===== config.mk =====
export PLATFORM = sky130hd
export DESIGN_NAME = fadd_share_ctrl_flat
export DESIGN_NICKNAME = d
export VERILOG_FILES = /design/src/rtl/fadd_share_ctrl_if.sv /design/src/rtl/fadd_share_ctrl.sv /design/src/flat_wrapper.sv
export SDC_FILE = /design/constraint.sdc
export NUM_CORES = 1
export LEC_CHECK = 0
export BUFFER_PORTS_ARGS = -buffer_cell sky130_fd_sc_hd__buf_4
export CORE_UTILIZATION = 34
export DETAILED_ROUTE_END_ITERATION = 12
export SYNTH_ARGS = -nofsm -noshare
export SYNTH_HDL_FRONTEND = slang
export SYNTH_SLANG_ARGS = --single-unit

===== constraint.sdc =====
create_clock -name clk -period 2.3 [get_ports clk]
set_input_delay 0.345 -clock clk [delete_from_list [all_inputs] [get_ports clk]]
set_output_delay 0.345 -clock clk [all_outputs]
set_load 0.03 [all_outputs]

===== src/rtl/fadd_share_ctrl_if.sv =====
// Bundles the requester, shared-adder and response signals of fadd_share_ctrl.
// slave = the controller; master = its environment (requesters, adder, consumer).
interface fadd_share_ctrl_if #(
  parameter int unsigned TAG_W = 4
) ();
  logic              req0_valid;
  logic              req0_ready;
  logic [31:0]       req0_a;
  logic [31:0]       req0_b;
  logic              req0_sub;
  logic [2:0]        req0_rm;
  logic [TAG_W-1:0]  req0_tag;

  logic              req1_valid;
  logic              req1_ready;
  logic [31:0]       req1_a;
  logic [31:0]       req1_b;
  logic              req1_sub;
  logic [2:0]        req1_rm;
  logic [TAG_W-1:0]  req1_tag;

  logic [31:0]       fa_a;
  logic [31:0]       fa_b;
  logic              fa_sub;
  logic [1:0]        fa_rm;
  logic [31:0]       fa_s;
  logic              fa_invalid;
  logic              fa_of;
  logic              fa_uf;
  logic              fa_nx;

  logic              rsp_valid;
  logic              rsp_ready;
  logic              rsp_port;
  logic [TAG_W-1:0]  rsp_tag;
  logic [31:0]       rsp_result;
  logic [4:0]        rsp_flags;
  logic              rsp_illegal;

  modport slave (
    input  req0_valid, req0_a, req0_b, req0_sub, req0_rm, req0_tag,
    output req0_ready,
    input  req1_valid, req1_a, req1_b, req1_sub, req1_rm, req1_tag,
    output req1_ready,
    output fa_a, fa_b, fa_sub, fa_rm,
    input  fa_s, fa_invalid, fa_of, fa_uf, fa_nx,
    output rsp_valid, rsp_port, rsp_tag, rsp_result, rsp_flags, rsp_illegal,
    input  rsp_ready
  );

  modport master (
    output req0_valid, req0_a, req0_b, req0_sub, req0_rm, req0_tag,
    input  req0_ready,
    output req1_valid, req1_a, req1_b, req1_sub, req1_rm, req1_tag,
    input  req1_ready,
    input  fa_a, fa_b, fa_sub, fa_rm,
    output fa_s, fa_invalid, fa_of, fa_uf, fa_nx,
    input  rsp_valid, rsp_port, rsp_tag, rsp_result, rsp_flags, rsp_illegal,
    output rsp_ready
  );
endinterface


===== src/rtl/fadd_share_ctrl.sv =====
// Shares one combinational FP adder between two requesters: round-robin grant,
// rm decode, multicycle operand hold, registered response and sticky fflags.
module fadd_share_ctrl #(
  parameter int unsigned EXEC_CYCLES = 2,
  parameter int unsigned TAG_W       = 4
) (
  input  logic                 clk,
  input  logic                 rst,
  input  logic [2:0]           frm,
  input  logic                 fflags_clr,
  output logic [4:0]           fflags,
  output logic                 busy,
  fadd_share_ctrl_if.slave     bus
);
  localparam int unsigned CNT_W = 4;

  typedef enum logic [1:0] {S_IDLE, S_EXEC, S_RESP} state_e;

  state_e            state_q, state_d;
  logic              last_q, last_d;
  logic [CNT_W-1:0]  cnt_q, cnt_d;
  logic [31:0]       a_q, a_d, b_q, b_d;
  logic              sub_q, sub_d;
  logic [1:0]        rm_q, rm_d;
  logic [TAG_W-1:0]  tag_q, tag_d;
  logic              port_q, port_d;
  logic              illegal_q, illegal_d;
  logic [31:0]       res_q, res_d;
  logic [4:0]        flags_q, flags_d;
  logic              rsp_valid_q, rsp_valid_d;
  logic [4:0]        fflags_q, fflags_d;
  logic              busy_q, busy_d;

  logic              gnt0_c, gnt1_c, accept_c, hs_c;
  logic [2:0]        dec_c;

  // {illegal, adder rm}; DYN resolves through frm before the legality check
  function automatic logic [2:0] decode_rm(input logic [2:0] rm, input logic [2:0] dyn);
    logic [2:0] eff;
    eff = (rm == 3'b111) ? dyn : rm;
    case (eff)
      3'b000:  decode_rm = 3'b0_00;
      3'b001:  decode_rm = 3'b0_11;
      3'b010:  decode_rm = 3'b0_01;
      3'b011:  decode_rm = 3'b0_10;
      default: decode_rm = 3'b1_00;
    endcase
  endfunction

  always_comb begin
    gnt0_c   = (state_q == S_IDLE) && !rst && bus.req0_valid && (!bus.req1_valid || last_q);
    gnt1_c   = (state_q == S_IDLE) && !rst && bus.req1_valid && (!bus.req0_valid || !last_q);
    accept_c = gnt0_c || gnt1_c;
    hs_c     = rsp_valid_q && bus.rsp_ready;
    dec_c    = decode_rm(gnt1_c ? bus.req1_rm : bus.req0_rm, frm);
  end

  always_comb begin
    state_d     = state_q;
    last_d      = last_q;
    cnt_d       = cnt_q;
    a_d         = a_q;
    b_d         = b_q;
    sub_d       = sub_q;
    rm_d        = rm_q;
    tag_d       = tag_q;
    port_d      = port_q;
    illegal_d   = illegal_q;
    res_d       = res_q;
    flags_d     = flags_q;
    rsp_valid_d = rsp_valid_q;

    case (state_q)
      S_IDLE: begin
        if (accept_c) begin
          a_d       = gnt1_c ? bus.req1_a   : bus.req0_a;
          b_d       = gnt1_c ? bus.req1_b   : bus.req0_b;
          sub_d     = gnt1_c ? bus.req1_sub : bus.req0_sub;
          tag_d     = gnt1_c ? bus.req1_tag : bus.req0_tag;
          port_d    = gnt1_c;
          last_d    = gnt1_c;
          illegal_d = dec_c[2];
          if (dec_c[2]) begin
            res_d   = 32'd0;
            flags_d = 5'd0;
            state_d = S_RESP;
          end else begin
            rm_d    = dec_c[1:0];
            cnt_d   = CNT_W'(EXEC_CYCLES - 1);
            state_d = S_EXEC;
          end
        end
      end
      S_EXEC: begin
        if (cnt_q == CNT_W'(0)) begin
          res_d       = bus.fa_s;
          flags_d     = {bus.fa_invalid, 1'b0, bus.fa_of, bus.fa_uf, bus.fa_nx};
          rsp_valid_d = 1'b1;
          state_d     = S_RESP;
        end else begin
          cnt_d = cnt_q - CNT_W'(1);
        end
      end
      S_RESP: begin
        // illegal ops arrive here with rsp_valid still low and raise it one cycle later
        if (!rsp_valid_q) begin
          rsp_valid_d = 1'b1;
        end else if (bus.rsp_ready) begin
          rsp_valid_d = 1'b0;
          state_d     = S_IDLE;
        end
      end
      default: state_d = S_IDLE;
    endcase

    fflags_d = (fflags_clr ? 5'd0 : fflags_q) | (hs_c ? flags_q : 5'd0);
    busy_d   = (state_d != S_IDLE);
  end

  always_ff @(posedge clk) begin
    if (rst) begin
      state_q     <= S_IDLE;
      last_q      <= 1'b1;
      cnt_q       <= '0;
      a_q         <= '0;
      b_q         <= '0;
      sub_q       <= 1'b0;
      rm_q        <= '0;
      tag_q       <= '0;
      port_q      <= 1'b0;
      illegal_q   <= 1'b0;
      res_q       <= '0;
      flags_q     <= '0;
      rsp_valid_q <= 1'b0;
      fflags_q    <= '0;
      busy_q      <= 1'b0;
    end else begin
      state_q     <= state_d;
      last_q      <= last_d;
      cnt_q       <= cnt_d;
      a_q         <= a_d;
      b_q         <= b_d;
      sub_q       <= sub_d;
      rm_q        <= rm_d;
      tag_q       <= tag_d;
      port_q      <= port_d;
      illegal_q   <= illegal_d;
      res_q       <= res_d;
      flags_q     <= flags_d;
      rsp_valid_q <= rsp_valid_d;
      fflags_q    <= fflags_d;
      busy_q      <= busy_d;
    end
  end

  assign bus.req0_ready  = gnt0_c;
  assign bus.req1_ready  = gnt1_c;
  assign bus.fa_a        = a_q;
  assign bus.fa_b        = b_q;
  assign bus.fa_sub      = sub_q;
  assign bus.fa_rm       = rm_q;
  assign bus.rsp_valid   = rsp_valid_q;
  assign bus.rsp_port    = port_q;
  assign bus.rsp_tag     = tag_q;
  assign bus.rsp_result  = res_q;
  assign bus.rsp_flags   = flags_q;
  assign bus.rsp_illegal = illegal_q;
  assign fflags          = fflags_q;
  assign busy            = busy_q;
endmodule

===== src/flat_wrapper.sv =====
// flat-port wrapper written by rule: the top's interface ports become plain ports
module fadd_share_ctrl_flat 
#(
  parameter int unsigned EXEC_CYCLES = 2,
  parameter int unsigned TAG_W       = 4
)
  (clk, rst, frm, fflags_clr, fflags, busy, bus_req0_valid, bus_req0_a, bus_req0_b, bus_req0_sub, bus_req0_rm, bus_req0_tag, bus_req0_ready, bus_req1_valid, bus_req1_a, bus_req1_b, bus_req1_sub, bus_req1_rm, bus_req1_tag, bus_req1_ready, bus_fa_a, bus_fa_b, bus_fa_sub, bus_fa_rm, bus_fa_s, bus_fa_invalid, bus_fa_of, bus_fa_uf, bus_fa_nx, bus_rsp_valid, bus_rsp_port, bus_rsp_tag, bus_rsp_result, bus_rsp_flags, bus_rsp_illegal, bus_rsp_ready);
  fadd_share_ctrl_if #(.TAG_W(TAG_W)) bus_i ();
  input  logic clk;
  input  logic rst;
  input  logic [2:0] frm;
  input  logic fflags_clr;
  output logic [4:0] fflags;
  output logic busy;
  input wire logic [$bits(bus_i.req0_valid)-1:0] bus_req0_valid;
  input wire logic [$bits(bus_i.req0_a)-1:0] bus_req0_a;
  input wire logic [$bits(bus_i.req0_b)-1:0] bus_req0_b;
  input wire logic [$bits(bus_i.req0_sub)-1:0] bus_req0_sub;
  input wire logic [$bits(bus_i.req0_rm)-1:0] bus_req0_rm;
  input wire logic [$bits(bus_i.req0_tag)-1:0] bus_req0_tag;
  output wire logic [$bits(bus_i.req0_ready)-1:0] bus_req0_ready;
  input wire logic [$bits(bus_i.req1_valid)-1:0] bus_req1_valid;
  input wire logic [$bits(bus_i.req1_a)-1:0] bus_req1_a;
  input wire logic [$bits(bus_i.req1_b)-1:0] bus_req1_b;
  input wire logic [$bits(bus_i.req1_sub)-1:0] bus_req1_sub;
  input wire logic [$bits(bus_i.req1_rm)-1:0] bus_req1_rm;
  input wire logic [$bits(bus_i.req1_tag)-1:0] bus_req1_tag;
  output wire logic [$bits(bus_i.req1_ready)-1:0] bus_req1_ready;
  output wire logic [$bits(bus_i.fa_a)-1:0] bus_fa_a;
  output wire logic [$bits(bus_i.fa_b)-1:0] bus_fa_b;
  output wire logic [$bits(bus_i.fa_sub)-1:0] bus_fa_sub;
  output wire logic [$bits(bus_i.fa_rm)-1:0] bus_fa_rm;
  input wire logic [$bits(bus_i.fa_s)-1:0] bus_fa_s;
  input wire logic [$bits(bus_i.fa_invalid)-1:0] bus_fa_invalid;
  input wire logic [$bits(bus_i.fa_of)-1:0] bus_fa_of;
  input wire logic [$bits(bus_i.fa_uf)-1:0] bus_fa_uf;
  input wire logic [$bits(bus_i.fa_nx)-1:0] bus_fa_nx;
  output wire logic [$bits(bus_i.rsp_valid)-1:0] bus_rsp_valid;
  output wire logic [$bits(bus_i.rsp_port)-1:0] bus_rsp_port;
  output wire logic [$bits(bus_i.rsp_tag)-1:0] bus_rsp_tag;
  output wire logic [$bits(bus_i.rsp_result)-1:0] bus_rsp_result;
  output wire logic [$bits(bus_i.rsp_flags)-1:0] bus_rsp_flags;
  output wire logic [$bits(bus_i.rsp_illegal)-1:0] bus_rsp_illegal;
  input wire logic [$bits(bus_i.rsp_ready)-1:0] bus_rsp_ready;
  assign bus_i.req0_valid = bus_req0_valid;
  assign bus_i.req0_a = bus_req0_a;
  assign bus_i.req0_b = bus_req0_b;
  assign bus_i.req0_sub = bus_req0_sub;
  assign bus_i.req0_rm = bus_req0_rm;
  assign bus_i.req0_tag = bus_req0_tag;
  assign bus_req0_ready = bus_i.req0_ready;
  assign bus_i.req1_valid = bus_req1_valid;
  assign bus_i.req1_a = bus_req1_a;
  assign bus_i.req1_b = bus_req1_b;
  assign bus_i.req1_sub = bus_req1_sub;
  assign bus_i.req1_rm = bus_req1_rm;
  assign bus_i.req1_tag = bus_req1_tag;
  assign bus_req1_ready = bus_i.req1_ready;
  assign bus_fa_a = bus_i.fa_a;
  assign bus_fa_b = bus_i.fa_b;
  assign bus_fa_sub = bus_i.fa_sub;
  assign bus_fa_rm = bus_i.fa_rm;
  assign bus_i.fa_s = bus_fa_s;
  assign bus_i.fa_invalid = bus_fa_invalid;
  assign bus_i.fa_of = bus_fa_of;
  assign bus_i.fa_uf = bus_fa_uf;
  assign bus_i.fa_nx = bus_fa_nx;
  assign bus_rsp_valid = bus_i.rsp_valid;
  assign bus_rsp_port = bus_i.rsp_port;
  assign bus_rsp_tag = bus_i.rsp_tag;
  assign bus_rsp_result = bus_i.rsp_result;
  assign bus_rsp_flags = bus_i.rsp_flags;
  assign bus_rsp_illegal = bus_i.rsp_illegal;
  assign bus_i.rsp_ready = bus_rsp_ready;
  fadd_share_ctrl #(.EXEC_CYCLES(EXEC_CYCLES), .TAG_W(TAG_W)) u_core (.clk(clk), .rst(rst), .frm(frm), .fflags_clr(fflags_clr), .fflags(fflags), .busy(busy), .bus(bus_i));
endmodule

---- Word-level counts from Yosys, hierarchy flattened ----
Cells that the tools add are included.
word-level totals
  register bits after elaboration ......... 124
  input port bits ......................... 189
  output and inout port bits .............. 119
  word-level logic and storage cells ...... 84
operators by class
  add/subtract/negate cells ............... 1
  equal/unequal tests ..................... 11
  muxes and demuxes ....................... 31
  bitwise operators ....................... 2
  reductions and logical operators ........ 24
operator list
  cell                   number
  $mux W32               5
  $pmux W32 S2           1
  $mux W5                5
  $mux W4                4
  $pmux W3 S4            1
  $mux W2                5
  $pmux W5 S2            1
  $pmux W4 S2            1
  $reduce_and A4 Y1      2
  $eq A3 B2 Y1 const B   2
  $logic_and A1 B1 Y1    6
  $mux W3                2
  $ne A2 B1 Y1 const B   3
  $pmux W2 S3            1
  $reduce_bool A2 Y1     3
  $or A5 B5 Y5           1
  $logic_not A1 Y1       4
  $logic_not A4 Y1       1
  $mux W1                4
  $ne A2 B2 Y1 const B   2
  $reduce_and A2 Y1      2
  $sub A4 B1 Y4 const B  1
  $eq A3 B1 Y1 const B   1
  $eq A3 B3 Y1 const B   1
  other kinds (8)        10

---- Longest topological paths before layout ----
  depth after elaboration ................. 13
  gate-level depth with buffers ........... 8
  depth with buffers taken out ............ 6

---- Worst setup path before layout ----
OpenSTA, ideal clock, no wires.
  kind .................................... input to output
  start point ............................. in rst
  end point ............................... out bus_req0_ready
  arrival time ............................ 1.577 ns
  required time ........................... 1.955 ns
  path slack .............................. 0.378 ns
  cell stages on the path ................. 4
  path buffers ............................ 3
  cell sequence ........................... buf_6 > clkbuf_1 > clkbuf_1 > nor3_1
between the ends
  word-level cells in the longest chain between the ends .. 4
ends and longest elaborated chain
  element                            line                   text
  from (decl)                        flat_wrapper.sv:10     input logic rst;
  $logic_not A1 Y1                   fadd_share_ctrl.sv:51  gnt0_c = (state_q == S_IDLE) && !rst && bus.req0_valid && (!bus.req1_valid || last_q);
  $logic_and A1 B1 Y1 (3 in series)  fadd_share_ctrl.sv:51
  to (decl)                          flat_wrapper.sv:21     output wire logic [$bits(bus_i.req0_ready)-1:0] bus_req0_ready;
Every way passes these cells.

---- Worst setup path after layout ----
  start point ............................. reg u_core.state_q[1]
  end point ............................... out bus_req1_ready
between the ends
  word-level cells in the longest chain between the ends .. 4
ends and longest elaborated chain
  element                            line                    text
  from (decl)                        fadd_share_ctrl.sv:19   state_e state_q, state_d;
  from (signal assigned)             fadd_share_ctrl.sv:138  state_q <= state_d;
  $logic_not A2 Y1                   fadd_share_ctrl.sv:52   gnt1_c = (state_q == S_IDLE) && !rst && bus.req1_valid && (!bus.req0_valid || !last_q);
  $logic_and A1 B1 Y1 (3 in series)  fadd_share_ctrl.sv:52
  to (decl)                          flat_wrapper.sv:28      output wire logic [$bits(bus_i.req1_ready)-1:0] bus_req1_ready;
Every way passes these cells.

==> metrics.txt <==
Placement Cell Area 0.00787 mm²; root buffer cell clkbuf_16; first-pass GRT wire length 26400 µm; vias in the first global route 5187; via count 5565; CP Max Fanout 44; max_cap viols 0; Req. time, crit path 1960 ps; Setup-failing EPs final 0; RD Place Congestion 0.781; CTS tree done; Syn Area/Cell 8.21 µm²; Fin. Hold Viols 0; Power per Cell Area 810 mW/mm²; Total GRT Usage 20.7%; simple-gate share of the synthesized area 24.3%; Tmin final 2160 ps; critical path endpoint category primary output; CP Depth 5; WL/cell 14.4 µm; Top FF cell, synth dfxtp_1; RSZ-0062 raised after global routing no; R2R depth 7; most frequent cells in the layout buf_4, nand2_1, dfxtp_1, nor2_1, a311oi_1; initial antenna violation count 0; Worst VDD drop 516 µV; Synth warnings 0; Skew-Pair Late Insertion Delay 420 ps; FFs w/ async S/R, synth 0%; Hold WS 122 ps; HP Class in2reg; PortBufs 305; Worst-Margin Slew 606 ps; hold_buf cts 0; worst slack at placement 213 ps; most common cell after layout, fill and taps aside buf_4; Synth Area in Compound Gates 23.3%; Fmax 462 MHz; relative slew slack 59.6%; Max Transition Viols Final 0; Die H 128 µm; ant diodes 0; Max H-tree Level 4; initial drt markers 207; DRT Pass-1 Iters 5; mux contribution to synthesized area 0.579%; Worst-path clk slew 60 ps; FF-to-FF Start u_core.cnt_q[0]; Setup crit start kind flip-flop; synth unique cells 57; DIE AREA 0.0164 mm²; share of cells above drive strength 1 41.8%; largest net degree at the start of global routing 54; fin crit share 94.1%; Arr. time, crit path 1820 ps; Post-synth EDFFs 0; crit-path leading delay family buffers and inverters; Final TNS setup 0 ps; drt drc 0; mapped cell area 0.00540 mm²; r2r setup slk 240 ps; post-synthesis xor/xnor area fraction 0.162%; design area 0.00851 mm²; Adder-Cell Fraction of Synth Area 0.463%; CP peak stage delay 350 ps; Final ANT Viol Nets 0; Cell Rows 45; Slowest cell on crit path dfxtp_1; CP Buf/Inv Count 3; HPWL after DPL 12300 µm; initial core utilization 35.1%; Final Util 55.4%; static leakage 3.83 nW; Final nets 1139; chip width 128 µm; worst-path cell chain nor3_4 > nand2_4 > inv_2 > buf_12 > buf_4; Final Worst Setup Slack 136 ps; synthesis-stage register bit count 122; GRT overflow 0; Critical path origin u_core.state_q[1]; Max Buffers Root-to-Sink 2; share of the yosys chip area belonging to registers 45.2%; R2R Path End u_core.bus.rsp_result[31]; routed wire length 16900 µm; area grow syn2layout 57.6%; routed vias/inst 4.75; status finished clean; largest family of logic cells by synthesized area simple AND/OR/NAND/NOR gates; # clock sinks 122; cts bufs inserted 17; I/O pin count 308; Worst Setup EP bus_req1_ready; Core Area 0.0154 mm²; Setup Crit Path Kind reg2out; Setup Skew 7.07 ps; Syn Inst Count 658
## repair_timing
| item | CTS | global route |
|---|---|---|
| setup buffers | 0 | 3 |
| endpoints found under the setup margin | 1 | 1 |
| gates resized for setup | 1 | 0 |
| pin swaps | 0 | 1 |
## worst min-delay path by stage
stage / start / endpoint / slack (ps) / cells after the start
6_report: bus_fa_uf / u_core.bus.rsp_flags[1] / 120 / 3
5_1_grt: bus_fa_s[21] / u_core.bus.rsp_result[21] / 100 / 3
4_1_cts: bus_fa_s[21] / u_core.bus.rsp_result[21] / 110 / 3
3_5_place_dp: u_core.bus.rsp_result[7] / u_core.bus.rsp_result[7] / 450 / 2
3_3_place_gp: u_core.bus.rsp_result[29] / u_core.bus.rsp_result[29] / 440 / 2
2_1_floorplan: bus_fa_s[0] / u_core.bus.rsp_result[0] / 450 / 2
## layout make-up
class                      count  area, µm²
fill                        1480       6860
multi-input combinational    477       2660
timing repair buffer         325       2510
sequential                   122       2440
clock buffer                  21        470
tap                          211        264
clock inverter                11        143
inverter                       5       18.8
## through the flow
step	instances	total power, W
2_1_floorplan	659	0.00347
3_3_place_gp	1137	0.00418
3_5_place_dp	1137	0.00419
4_1_cts	1169	0.00697
5_1_grt	1172	0.00723
6_report	1172	0.00689
## metal layers
| metal | vias up | part of all wire (%) | track usage, % | wire length (µm) |
|---|---|---|---|---|
| met1 | 2475 | 41 | 23.7 | 6990 |
| met4 | 0 | 1.9 | 7.82 | 320 |
| met5 | - | 0 | 0 | 0 |
| li1 | 2866 | - | - | - |
| met3 | 25 | 8.5 | 8.18 | 1440 |
| met2 | 199 | 48 | 34.8 | 8180 |
## power by group
| part | leakage (nW) | switching (W) | internal [W] |
|---|---|---|---|
| clock network | 0.299 | 0.000966 | 0.00179 |
| logic | 2.53 | 0.000984 | 0.000728 |
| registers | 1.00 | 0.000111 | 0.00232 |
## cells by family after synthesis
kind of cell | Yosys count
buffers and inverters | 60
flip-flops | 122
AND/OR/NAND/NOR | 323
XOR/XNOR | 1
AO/OA/AOI/OAI | 146
multiplexers | 3
adder cells (fa/ha/maj) | 2
other | 1
## cell usage after synthesis, drive strengths merged, types with 3 or more instances
| cell | count | area [µm²] |
|---|---|---|
| nand2 | 219 | 825 |
| inv | 5 | 18.8 |
| buf | 31 | 209 |
| clkbuf | 24 | 90.1 |
| a21oi | 10 | 50.1 |
| nor2 | 77 | 289 |
| a311oi | 72 | 648 |
| nor3 | 5 | 41.3 |
| o21ai | 41 | 318 |
| nor2b | 6 | 37.5 |
| or3 | 3 | 23.8 |
| and2 | 3 | 18.8 |
| dfxtp | 122 | 2440 |
## tightest hold or removal path, stage by stage
cell	delay (ps)
buf_4	70
nand2_1	50
o21ai_2	40
## registers in the layout, summed over array words and instances (netlist names)
signal	flops
u_core.bus.rsp_port	1
u_core.bus.rsp_result	32
u_core.bus.rsp_flags	4
u_core.bus.fa_rm	2
u_core.bus.fa_a	32
u_core.last_q	1
u_core.busy	1
u_core.bus.rsp_valid	1
u_core.fflags	4
u_core.bus.rsp_tag	4
u_core.bus.rsp_illegal	1
u_core.bus.fa_b	32
u_core.cnt_q	4
u_core.bus.fa_sub	1
u_core.state_q	2
No activity file was read; power rests on OpenSTA's default activity.
